$ cat config.mk
export PLATFORM = sky130hd
export DESIGN_NAME = apb_master
export DESIGN_NICKNAME = d
export VERILOG_FILES = /design/src/rtl/apb_pkg.sv /design/src/rtl/apb_master.sv
export SDC_FILE = /design/constraint.sdc
export NUM_CORES = 1
export LEC_CHECK = 0
export BUFFER_PORTS_ARGS = -buffer_cell sky130_fd_sc_hd__buf_2
export CAP_MARGIN = 20
export CORE_ASPECT_RATIO = 0.8
export CORE_MARGIN = 1
export CORE_UTILIZATION = 37
export CTS_CLUSTER_DIAMETER = 30
export DETAILED_ROUTE_END_ITERATION = 7
export GPL_TIMING_DRIVEN = 1
export PLACE_DENSITY = 0.65
export REMOVE_ABC_BUFFERS = 1
export SYNTH_ARGS = -nofsm -noshare
export SYNTH_HDL_FRONTEND = slang
export SYNTH_SLANG_ARGS = --single-unit
$ cat constraint.sdc
create_clock -name HCLK -period 6.6 [get_ports HCLK]
set_clock_uncertainty 0.15 [all_clocks]
set_input_delay 0.33 -clock HCLK [delete_from_list [all_inputs] [get_ports HCLK]]
set_output_delay 0.33 -clock HCLK [all_outputs]
set_load 0.02 [all_outputs]
$ cat src/rtl/apb_pkg.sv
// -----------------------------------------------------------------------------
// apb_pkg
// Shared types and constants for the APB3 requester (apb_master).
//   apb_mst_state_e : transfer sequencer states
//   apb_req_t       : command fields at default widths
//   apb_rsp_t       : response fields at default widths
//   wait_cnt_width  : width of the PREADY watchdog counter for a given timeout
// -----------------------------------------------------------------------------
package apb_pkg;

  localparam int APB_ADDR_WIDTH_DEF = 9;
  localparam int APB_DATA_WIDTH_DEF = 32;
  localparam int TIMEOUT_CYCLES_DEF = 16;

  typedef enum logic [1:0] {
    IDLE   = 2'd0,
    SETUP  = 2'd1,
    ACCESS = 2'd2,
    RESP   = 2'd3
  } apb_mst_state_e;

  typedef struct packed {
    logic                          write;
    logic [APB_ADDR_WIDTH_DEF-1:0] addr;
    logic [APB_DATA_WIDTH_DEF-1:0] wdata;
  } apb_req_t;

  typedef struct packed {
    logic [APB_DATA_WIDTH_DEF-1:0] rdata;
    logic                          err;
    logic                          timeout;
  } apb_rsp_t;

  // Counter must hold 0..TIMEOUT_CYCLES-1; a disabled watchdog still needs 1 bit.
  function automatic int wait_cnt_width(input int timeout_cycles);
    int w;
    w = $clog2(timeout_cycles + 32'sd1);
    if (w < 32'sd1) begin
      w = 32'sd1;
    end else begin
      w = w;
    end
    return w;
  endfunction

endpackage

$ cat src/rtl/apb_master.sv
// -----------------------------------------------------------------------------
// apb_master
// APB3 requester: accepts one command at a time on a valid/ready port, runs it
// as an APB SETUP/ACCESS transfer and returns the result on a valid/ready
// response port. A watchdog aborts ACCESS phases that PREADY stalls for too
// long (TIMEOUT_CYCLES = 0 disables it).
//
// Ports
//   HCLK, HRESET                  clock, asynchronous active-high reset
//   req_valid/req_ready           command handshake
//   req_write/req_addr/req_wdata  command fields
//   rsp_valid/rsp_ready           response handshake
//   rsp_rdata/rsp_err/rsp_timeout response fields (rdata 0 for writes/timeouts)
//   PADDR/PWDATA/PWRITE/PSEL/PENABLE  APB requester outputs
//   PRDATA/PREADY/PSLVERR             APB completer inputs
// -----------------------------------------------------------------------------
module apb_master
  import apb_pkg::*;
#(
  parameter int APB_ADDR_WIDTH = APB_ADDR_WIDTH_DEF,
  parameter int APB_DATA_WIDTH = APB_DATA_WIDTH_DEF,
  parameter int TIMEOUT_CYCLES = TIMEOUT_CYCLES_DEF
) (
  input  logic                      HCLK,
  input  logic                      HRESET,
  input  logic                      req_valid,
  output logic                      req_ready,
  input  logic                      req_write,
  input  logic [APB_ADDR_WIDTH-1:0] req_addr,
  input  logic [APB_DATA_WIDTH-1:0] req_wdata,
  output logic                      rsp_valid,
  input  logic                      rsp_ready,
  output logic [APB_DATA_WIDTH-1:0] rsp_rdata,
  output logic                      rsp_err,
  output logic                      rsp_timeout,
  output logic [APB_ADDR_WIDTH-1:0] PADDR,
  output logic [APB_DATA_WIDTH-1:0] PWDATA,
  output logic                      PWRITE,
  output logic                      PSEL,
  output logic                      PENABLE,
  input  logic [APB_DATA_WIDTH-1:0] PRDATA,
  input  logic                      PREADY,
  input  logic                      PSLVERR
);

  localparam int CNT_W = wait_cnt_width(TIMEOUT_CYCLES);
  localparam bit TO_EN = (TIMEOUT_CYCLES != 32'sd0);
  // Last counter value before the watchdog fires (unused when disabled).
  localparam logic [CNT_W-1:0] CNT_LAST =
    CNT_W'(TO_EN ? (TIMEOUT_CYCLES - 32'sd1) : 32'sd0);

  apb_mst_state_e state_q, state_d;
  logic [CNT_W-1:0]          cnt_q, cnt_d;
  logic [APB_ADDR_WIDTH-1:0] paddr_q, paddr_d;
  logic [APB_DATA_WIDTH-1:0] pwdata_q, pwdata_d;
  logic                      pwrite_q, pwrite_d;
  logic                      psel_q, psel_d;
  logic                      penable_q, penable_d;
  logic                      req_ready_q, req_ready_d;
  logic                      rsp_valid_q, rsp_valid_d;
  logic [APB_DATA_WIDTH-1:0] rsp_rdata_q, rsp_rdata_d;
  logic                      rsp_err_q, rsp_err_d;
  logic                      rsp_timeout_q, rsp_timeout_d;

  // Next-state, captured command/response fields and output decode.
  always_comb begin
    state_d       = state_q;
    cnt_d         = cnt_q;
    paddr_d       = paddr_q;
    pwdata_d      = pwdata_q;
    pwrite_d      = pwrite_q;
    rsp_rdata_d   = rsp_rdata_q;
    rsp_err_d     = rsp_err_q;
    rsp_timeout_d = rsp_timeout_q;

    case (state_q)
      IDLE: begin
        if (req_valid && req_ready_q) begin
          paddr_d  = req_addr;
          pwdata_d = req_wdata;
          pwrite_d = req_write;
          state_d  = SETUP;
        end else begin
          state_d  = IDLE;
        end
      end
      SETUP: begin
        cnt_d   = {CNT_W{1'b0}};
        state_d = ACCESS;
      end
      ACCESS: begin
        // PREADY wins over a watchdog expiry in the same cycle.
        if (PREADY) begin
          rsp_rdata_d   = pwrite_q ? {APB_DATA_WIDTH{1'b0}} : PRDATA;
          rsp_err_d     = PSLVERR;
          rsp_timeout_d = 1'b0;
          state_d       = RESP;
        end else if (TO_EN && (cnt_q == CNT_LAST)) begin
          rsp_rdata_d   = {APB_DATA_WIDTH{1'b0}};
          rsp_err_d     = 1'b1;
          rsp_timeout_d = 1'b1;
          state_d       = RESP;
        end else if (TO_EN) begin
          cnt_d         = cnt_q + {{(CNT_W-1){1'b0}}, 1'b1};
          state_d       = ACCESS;
        end else begin
          state_d       = ACCESS;
        end
      end
      RESP: begin
        if (rsp_ready) begin
          state_d = IDLE;
        end else begin
          state_d = RESP;
        end
      end
      default: begin
        state_d = IDLE;
      end
    endcase

    // Outputs are registered from the next state so they change with it.
    psel_d      = (state_d == SETUP) || (state_d == ACCESS);
    penable_d   = (state_d == ACCESS);
    req_ready_d = (state_d == IDLE);
    rsp_valid_d = (state_d == RESP);
  end

  // State and output registers; reset clears APB strobes immediately.
  always_ff @(posedge HCLK or posedge HRESET) begin
    if (HRESET) begin
      state_q       <= IDLE;
      cnt_q         <= {CNT_W{1'b0}};
      paddr_q       <= {APB_ADDR_WIDTH{1'b0}};
      pwdata_q      <= {APB_DATA_WIDTH{1'b0}};
      pwrite_q      <= 1'b0;
      psel_q        <= 1'b0;
      penable_q     <= 1'b0;
      req_ready_q   <= 1'b1;
      rsp_valid_q   <= 1'b0;
      rsp_rdata_q   <= {APB_DATA_WIDTH{1'b0}};
      rsp_err_q     <= 1'b0;
      rsp_timeout_q <= 1'b0;
    end else begin
      state_q       <= state_d;
      cnt_q         <= cnt_d;
      paddr_q       <= paddr_d;
      pwdata_q      <= pwdata_d;
      pwrite_q      <= pwrite_d;
      psel_q        <= psel_d;
      penable_q     <= penable_d;
      req_ready_q   <= req_ready_d;
      rsp_valid_q   <= rsp_valid_d;
      rsp_rdata_q   <= rsp_rdata_d;
      rsp_err_q     <= rsp_err_d;
      rsp_timeout_q <= rsp_timeout_d;
    end
  end

  assign req_ready   = req_ready_q;
  assign rsp_valid   = rsp_valid_q;
  assign rsp_rdata   = rsp_rdata_q;
  assign rsp_err     = rsp_err_q;
  assign rsp_timeout = rsp_timeout_q;
  assign PADDR       = paddr_q;
  assign PWDATA      = pwdata_q;
  assign PWRITE      = pwrite_q;
  assign PSEL        = psel_q;
  assign PENABLE     = penable_q;

endmodule

==> out/results.txt, run 1 <==
Startpoint Class -> flop
Critical path depth -> 7
Final Cycle Share -> 36.3%
Synth warn -> 0
Worst-skew pair later-pin latency -> 0.32 ns
Hold_buf cts -> 0
Utilization after layout -> 51.9%
Non-Filler Instances -> 504
DRT Pass-1 Iters -> 4
Leak Pwr -> 0.00249 uW
Synth cell types -> 35
Crit-path max cell delay -> 0.44 ns
Die Width -> 111 microns
Vias/cell -> 4.76
Violations in the final reports -> negative hold slack
CTS Sinks -> 87
Detailed-route DRC error count -> 0
Post-CTS sizing -> 0
Pins over their slew limit -> 0
Largest family of logic cells by synthesized area -> multiplexers
Clk root buf -> clkbuf_16
Critical Path RT -> 6.66 ns
Initial Utilization -> 38.5%
Xor/xnor share of the synthesized area -> 0.250%
Mapped Cells -> 222
Slowest-stage cell, CP -> dfrtp_1
Initial antenna violation count -> 0
Final #Nets -> 469
Clock buffer depth -> 2
Fin area -> 4730 sq um
RSZ-0062 raised after global routing -> false
Worst R2R Path Depth -> 7
Die H -> 89.1 microns
Fmax -> 418 MHz
CTS buffer count -> 9
Post-CTS setup buffers -> 0
P per Cell Area -> 503 nW/um^2
Final Hold Fails -> 5
Crit. End Element -> flop
Die area -> 9870 sq um
Detailed Place HPWL -> 5.08 mm
Multiplexer share of the synthesized area -> 17.9%
Grt ovf -> 0
Mapped Area -> 3510 sq um
GRT Resource Usage Total -> 15.0%
Crit-path max FO -> 5
Maximum vdd drop -> 236 uV
Final WL -> 7.46 mm
DP Area -> 4390 sq um
Synth Area in Simple Gates -> 3.07%
Rows -> 31
Status -> complete, but fails checks
Synth Register Bits -> 87
Post-Synth Adder-Cell Area -> 1.78%
DR WL/cell -> 14.8 microns
Most Frequent Cell on Critical Path -> ha_1
Critical setup path kind -> reg2reg
Fillers -> 808
Antenna viol nets, final -> 0
Clk slew on worst S/H paths -> 0.06 ns
Mean Syn Cell Area -> 15.8 sq um
DR iter-0 viols -> 78
Io pins -> 160
CP cell instances -> ha_1 > and3_1 > ha_1 > nor2_1 > nor3_1 > or3_1 > ha_1
Largest net degree at the start of global routing -> 88
Core ar. -> 9110 sq um
Max Cap Viol -> 0
GPL Wtd Cong -> 0.846
Area Growth Syn to Fin -> 34.9%
TritonCTS clock tree -> yes
Register area share after synthesis -> 62.1%
Complex-gate fraction of the synthesized area -> 11.1%
Slew at the pin with the worst max-slew slack -> 0.754 ns
CP bufs+invs -> 0
Setup TNS Final -> 0 ns
Min Clock Period, post-route -> 2.39 ns
Placed instance count -> 487
Buffers on Ports -> 159
N_diodes -> 0
Layout cells sized above 1 -> 58.1%
Worst endpoint data arrival time -> 2.46 ns
Setup-failing EPs final -> 0
Min Hold Slack -> -0.0143 ns
CP top delay family -> simple AND/OR/NAND/NOR gates
Min-Delay Path Class -> in2async
First-pass GRT wire length -> 11.6 mm
Vias in the first global route -> 2198
Slew headroom -> 49.7%
H-Tree Depth -> 3
Via count -> 2397
path summary, 6_finish.rpt:
kind / from / endpoint / slack (ns)
setup / recovery: cnt_q[0] / rsp_valid / 4.21
hold / removal: HRESET / PWDATA[13] / -0.01
setup reg to reg: cnt_q[0] / rsp_valid / 4.21
hold reg to reg: rsp_rdata[20] / rsp_rdata[20] / 0.35
max in group asynchronous: HRESET / rsp_rdata[7] / 5.68
min in group HCLK: PRDATA[0] / rsp_rdata[0] / 0.06
registers in the layout, summed over array words and instances, names as in the netlist, 2 cells and up:
signal,cells
PADDR,9
PWDATA,32
cnt_q,5
rsp_rdata,32
state_q,2
final cells by class:
| cell class | count | area [sq um] | area share, % |
|---|---|---|---|
| Tap cell | 115 | 144 | 3.04 |
| Inverter | 7 | 27.5 | 0.582 |
| Timing Repair Buffer | 164 | 853 | 18.0 |
| Clock buffer | 11 | 243 | 5.13 |
| Clock inverter | 5 | 82.6 | 1.75 |
| Multi-Input combinational cell | 115 | 1200 | 25.4 |
| Sequential cell | 87 | 2180 | 46.0 |
where the power goes:
group / switching [uW] / total [uW] / internal, uW
combinational: 511 / 937 / 427
sequential: 140 / 897 / 757
clock: 205 / 547 / 342
cell families after synthesis:
logic type,Yosys count
multiplexers,43
AND/OR/NAND/NOR,19
XOR/XNOR,1
AO/OA/AOI/OAI,47
adder cells (fa/ha/maj),5
flip-flops,87
buffers and inverters,20
synth_stat cells, drive strengths merged:
cell type	n	area, sq um
a211oi	1	7.51
a21oi	2	10.0
a22o	34	298
a2bb2oi	1	8.76
a311o	1	10.0
a41oi	1	8.76
and3	2	12.5
and4b	1	10.0
buf	13	104
dfrtp	86	2150
dfstp	1	26.3
ha	5	62.6
inv	7	26.3
mux2	42	619
mux2i	1	10.0
nand2	2	7.51
nand3	2	10.0
nand3b	1	7.51
nand4	1	6.26
nor2	4	17.5
nor2b	1	6.26
nor3	3	15.0
o21ai	3	15.0
o22a	1	8.76
o22ai	1	6.26
o311ai	1	8.76
o31a	1	8.76
or3	1	6.26
or3b	1	8.76
xnor2	1	8.76
placed cells by master, fill, tap and decap left out, types with 3 or more instances in the layout:
master / Yosys / routed
buf_4: 3 / 3
a22o_1: 34 / 34
mux2_2: 3 / 3
clkinvlp_4: 0 / 3
nor2_1: 3 / 3
dfrtp_1: 86 / 86
inv_1: 7 / 6
buf_2: 5 / 159
ha_1: 5 / 5
mux2_4: 39 / 39
nor3_1: 3 / 3
clkbuf_16: 0 / 9
per-stage QoR:
step	power (uW)	setup WS, ns	hold slack [ns]
after detailed placement	1840	4.24	0.337
after floorplan	1510	3.58	0.266
final	2380	4.21	-0.0143
after CTS	2400	4.20	0.0539
after global placement	1820	4.30	0.335
after global routing	2520	4.06	0.0391
tightest hold or removal path, cell delays in order:
cell,delay (ns)
buf_2,0.10
clkinv_2,0.03
buf_4,0.46
routing by layer:
layer  global-route usage, %  share of wire, %
met2                    22.7                47
met4                    3.15              0.80
met1                    21.2                47
met3                    4.75               5.3
met5                       0                 0
(Power assumes the default switching activity.)
==> run 2, diff against run 1 <==
ABC_AREA = 1   (was unset)
PLACE_DENSITY = 0.64   (was 0.65)
clock period = 2.4 ns   (was 6.6 ns; I/O delays follow)
==> run 2 against run 1 <==
Compared with the run above: the flow now finishes without violations; combinational power grew to 3.2 times the previous value; synthesized cell count grew 77%; maximum frequency increased by 12%; via count increased by 42%; critical path depth rose by 2; final area rose by 18%; total power grew to 2.9 times the previous value; critical endpoint is now state_q[0]; largest cell class unchanged; largest power group unchanged.
==> out/results.txt, run 2 <==
Non-Filler Instances -> 751
Int Power -> 4000 uW
Met3 Use GR -> 6.48%
Mapped Cells -> 392
Min Clock Period, post-route -> 2.14 ns
Synth cell types -> 20
TritonCTS clock tree -> yes
Clock network power share -> 19.6%
Worst r2r src -> cnt_q[0]
Met1 Usage GRT -> 23.8%
Most common cell in the netlist -> nand2_1
CTS buffer count -> 9
DR iter-0 viols -> 188
Commonest non-fill, non-tap cells in the layout -> buf_2 (159), nand2_1 (118), dfrtp_1 (86)
Die H -> 91.0 microns
Buffers on Ports -> 159
DR WL/cell -> 12.6 microns
Fmax -> 468 MHz
Clock buffer depth -> 2
Switching share of power -> 41.6%
Grt ovf -> 0
Maximum vdd drop -> 670 uV
Largest net degree at the start of global routing -> 85
H-Tree Depth -> 3
Vias in the first global route -> 3389
Final Cycle Share -> 89.0%
Min-Delay Path Class -> in2async
Min Hold Slack -> 0.0456 ns
Initial antenna violation count -> 0
Synth Register Bits -> 87
GPL Wtd Cong -> 0.786
Clk root buf -> clkbuf_16
R2R Setup Slk -> 0.26 ns
RSZ-0062 raised after global routing -> false
Worst-skew pair later-pin latency -> 0.33 ns
Area Growth Syn to Fin -> 52.9%
Antenna viol nets, final -> 0
GRT Resource Usage Total -> 19.6%
Synth area leaders -> dfrtp_1 (59%), nand2_1 (12%), inv_1 (5.7%), nand3_1 (5.3%), o21ai_1 (3.8%)
Max Cap Viol -> 0
Crit-path max FO -> 3
Clk slew on worst S/H paths -> 0.06 ns
Worst R2R Path Depth -> 9
Post-synth EDFFs -> 0
Detailed-route DRC error count -> 0
GRT Max-Usage Layer -> met2
Initial Utilization -> 38.1%
DRT Pass-1 Iters -> 7
Worst Setup SP -> cnt_q[0]
Worst R2R End -> state_q[0]
CTS Sinks -> 87
Ys async rst share -> 100%
Met2 Resource Use GR -> 32.3%
Io pins -> 160
Critical setup path kind -> reg2reg
Critical Path Sink -> state_q[0]
Die Width -> 113 microns
Sw Pwr -> 2850 uW
Mean Syn Cell Area -> 9.34 sq um
Die area -> 10300 sq um
Layout cells sized above 1 -> 32.9%
Slew at the pin with the worst max-slew slack -> 0.712 ns
Via count -> 3405
Most used DFF post-synth -> dfrtp_1
Rows -> 32
Critical Path RT -> 2.46 ns
Leak Pwr -> 0.00316 uW
Commonest non-fill, non-tap cell in the layout -> buf_2
Detailed Place HPWL -> 5.72 mm
Core ar. -> 9610 sq um
Crit. End Element -> flop
P per Cell Area -> 1220 nW/um^2
Yosys top cell area share -> 58.8%
Leading area contributor after synthesis -> dfrtp_1
Final Hold Fails -> 0
Setup TNS Final -> 0 ns
Sequential power share -> 37.2%
Final #Nets -> 713
Pins over their slew limit -> 0
Placed instance count -> 657
First-pass GRT wire length -> 15.7 mm
Worst endpoint data arrival time -> 2.20 ns
Vias/cell -> 4.53
N_diodes -> 0
Slew headroom -> 52.4%
Post-CTS setup buffers -> 0
Register area share after synthesis -> 59.5%
Synth warn -> 0
Post-CTS sizing -> 0
Status -> complete, no violations
Startpoint Class -> flop
Final WL -> 9.49 mm
Fillers -> 820
Comb power frac -> 43.2%
Commonest cells in the netlist -> nand2_1 (118), dfrtp_1 (86), inv_1 (56), nand3_1 (39), o21ai_1 (28)
Mapped Area -> 3660 sq um
Setup-failing EPs final -> 0
-- run 2: changes by cell type in the layout (fill, tap and decap cells not counted), sizes merged, moves of 3 or more --
cell         change
inv             +50
nand3           +38
nor2             +8
mux2            -42
clkinvlp         -3
clkinv           +5
nand2          +126
dlygate4sd3     +79
o21ai           +41
a22o            -34
-- run 2: routing by layer --
metal  up-vias  wire length, microns
met2       152                  4390
met5         -                     0
met1      1557                  4160
li1       1683                     -
met3        13                   799
met4         0                   135
-- run 2: cell type report --
class / instances / area (sq um) / share of cell area (%)
sequential: 87 / 2180 / 38.9
timing repair buffer: 243 / 1650 / 29.5
multi-input combinational: 230 / 1120 / 20.0
clock buffer: 9 / 225 / 4.02
inverter: 57 / 215 / 3.84
tap: 119 / 149 / 2.66
clock inverter: 6 / 62.6 / 1.12
-- run 2: power groups by stage --
stage / logic, uW / clock network (uW) / registers [uW]
floorplan: 990 / 0 / 3350
global placement: 2800 / 0 / 2540
detailed placement: 2860 / 0 / 2550
CTS: 2970 / 1390 / 2540
global route: 3270 / 1450 / 2640
finish: 2960 / 1350 / 2550
-- run 2: kinds of logic after synthesis --
group | share of synthesized area, %
buffers and inverters | 10.2
adders and majority gates | 1.71
AOI/OAI and AO/OA | 7.24
DFF | 59.5
and+or+nand+nor | 21.4
-- run 2: timing repair --
item / in CTS / in global routing
hold buffers: 79 / 0
endpoints found under the setup margin: 0 / 0
endpoints found under the hold margin: 165 / 0
-- run 2: how the worst min path moves through the flow --
stage / startpoint / slack (ns) / endpoint
2_1_floorplan: PREADY / 0.08 / rsp_timeout
3_3_place_gp: HRESET / -0.16 / PWDATA[25]
3_5_place_dp: HRESET / -0.16 / PWDATA[25]
4_1_cts: HRESET / 0.02 / PWDATA[25]
5_1_grt: HRESET / 0.05 / PWDATA[25]
6_report: HRESET / 0.05 / PWDATA[25]
-- run 2: worst max-delay path, cell delays in order (launching register included) --
cell and delay (ns):
dfrtp_1 0.40, ha_1 0.22, nand2_1 0.09, nor2_1 0.05, ha_1 0.18, inv_1 0.06, nand2_1 0.09, nand2_4 0.08
nand3_1 0.12, dlygate4sd3_1 0.59
-- run 2: per-stage QoR --
stage	util [%]	cell area [sq um]	power [uW]	worst slack, ns
final	58.3	5600	6860	0.264
after detailed placement	47.0	4520	5410	0.468
after CTS	58.3	5600	6900	0.249
after global routing	58.3	5600	7350	0.152
after floorplan	-	3500	4340	-0.272
after global placement	47.0	4520	5340	0.542
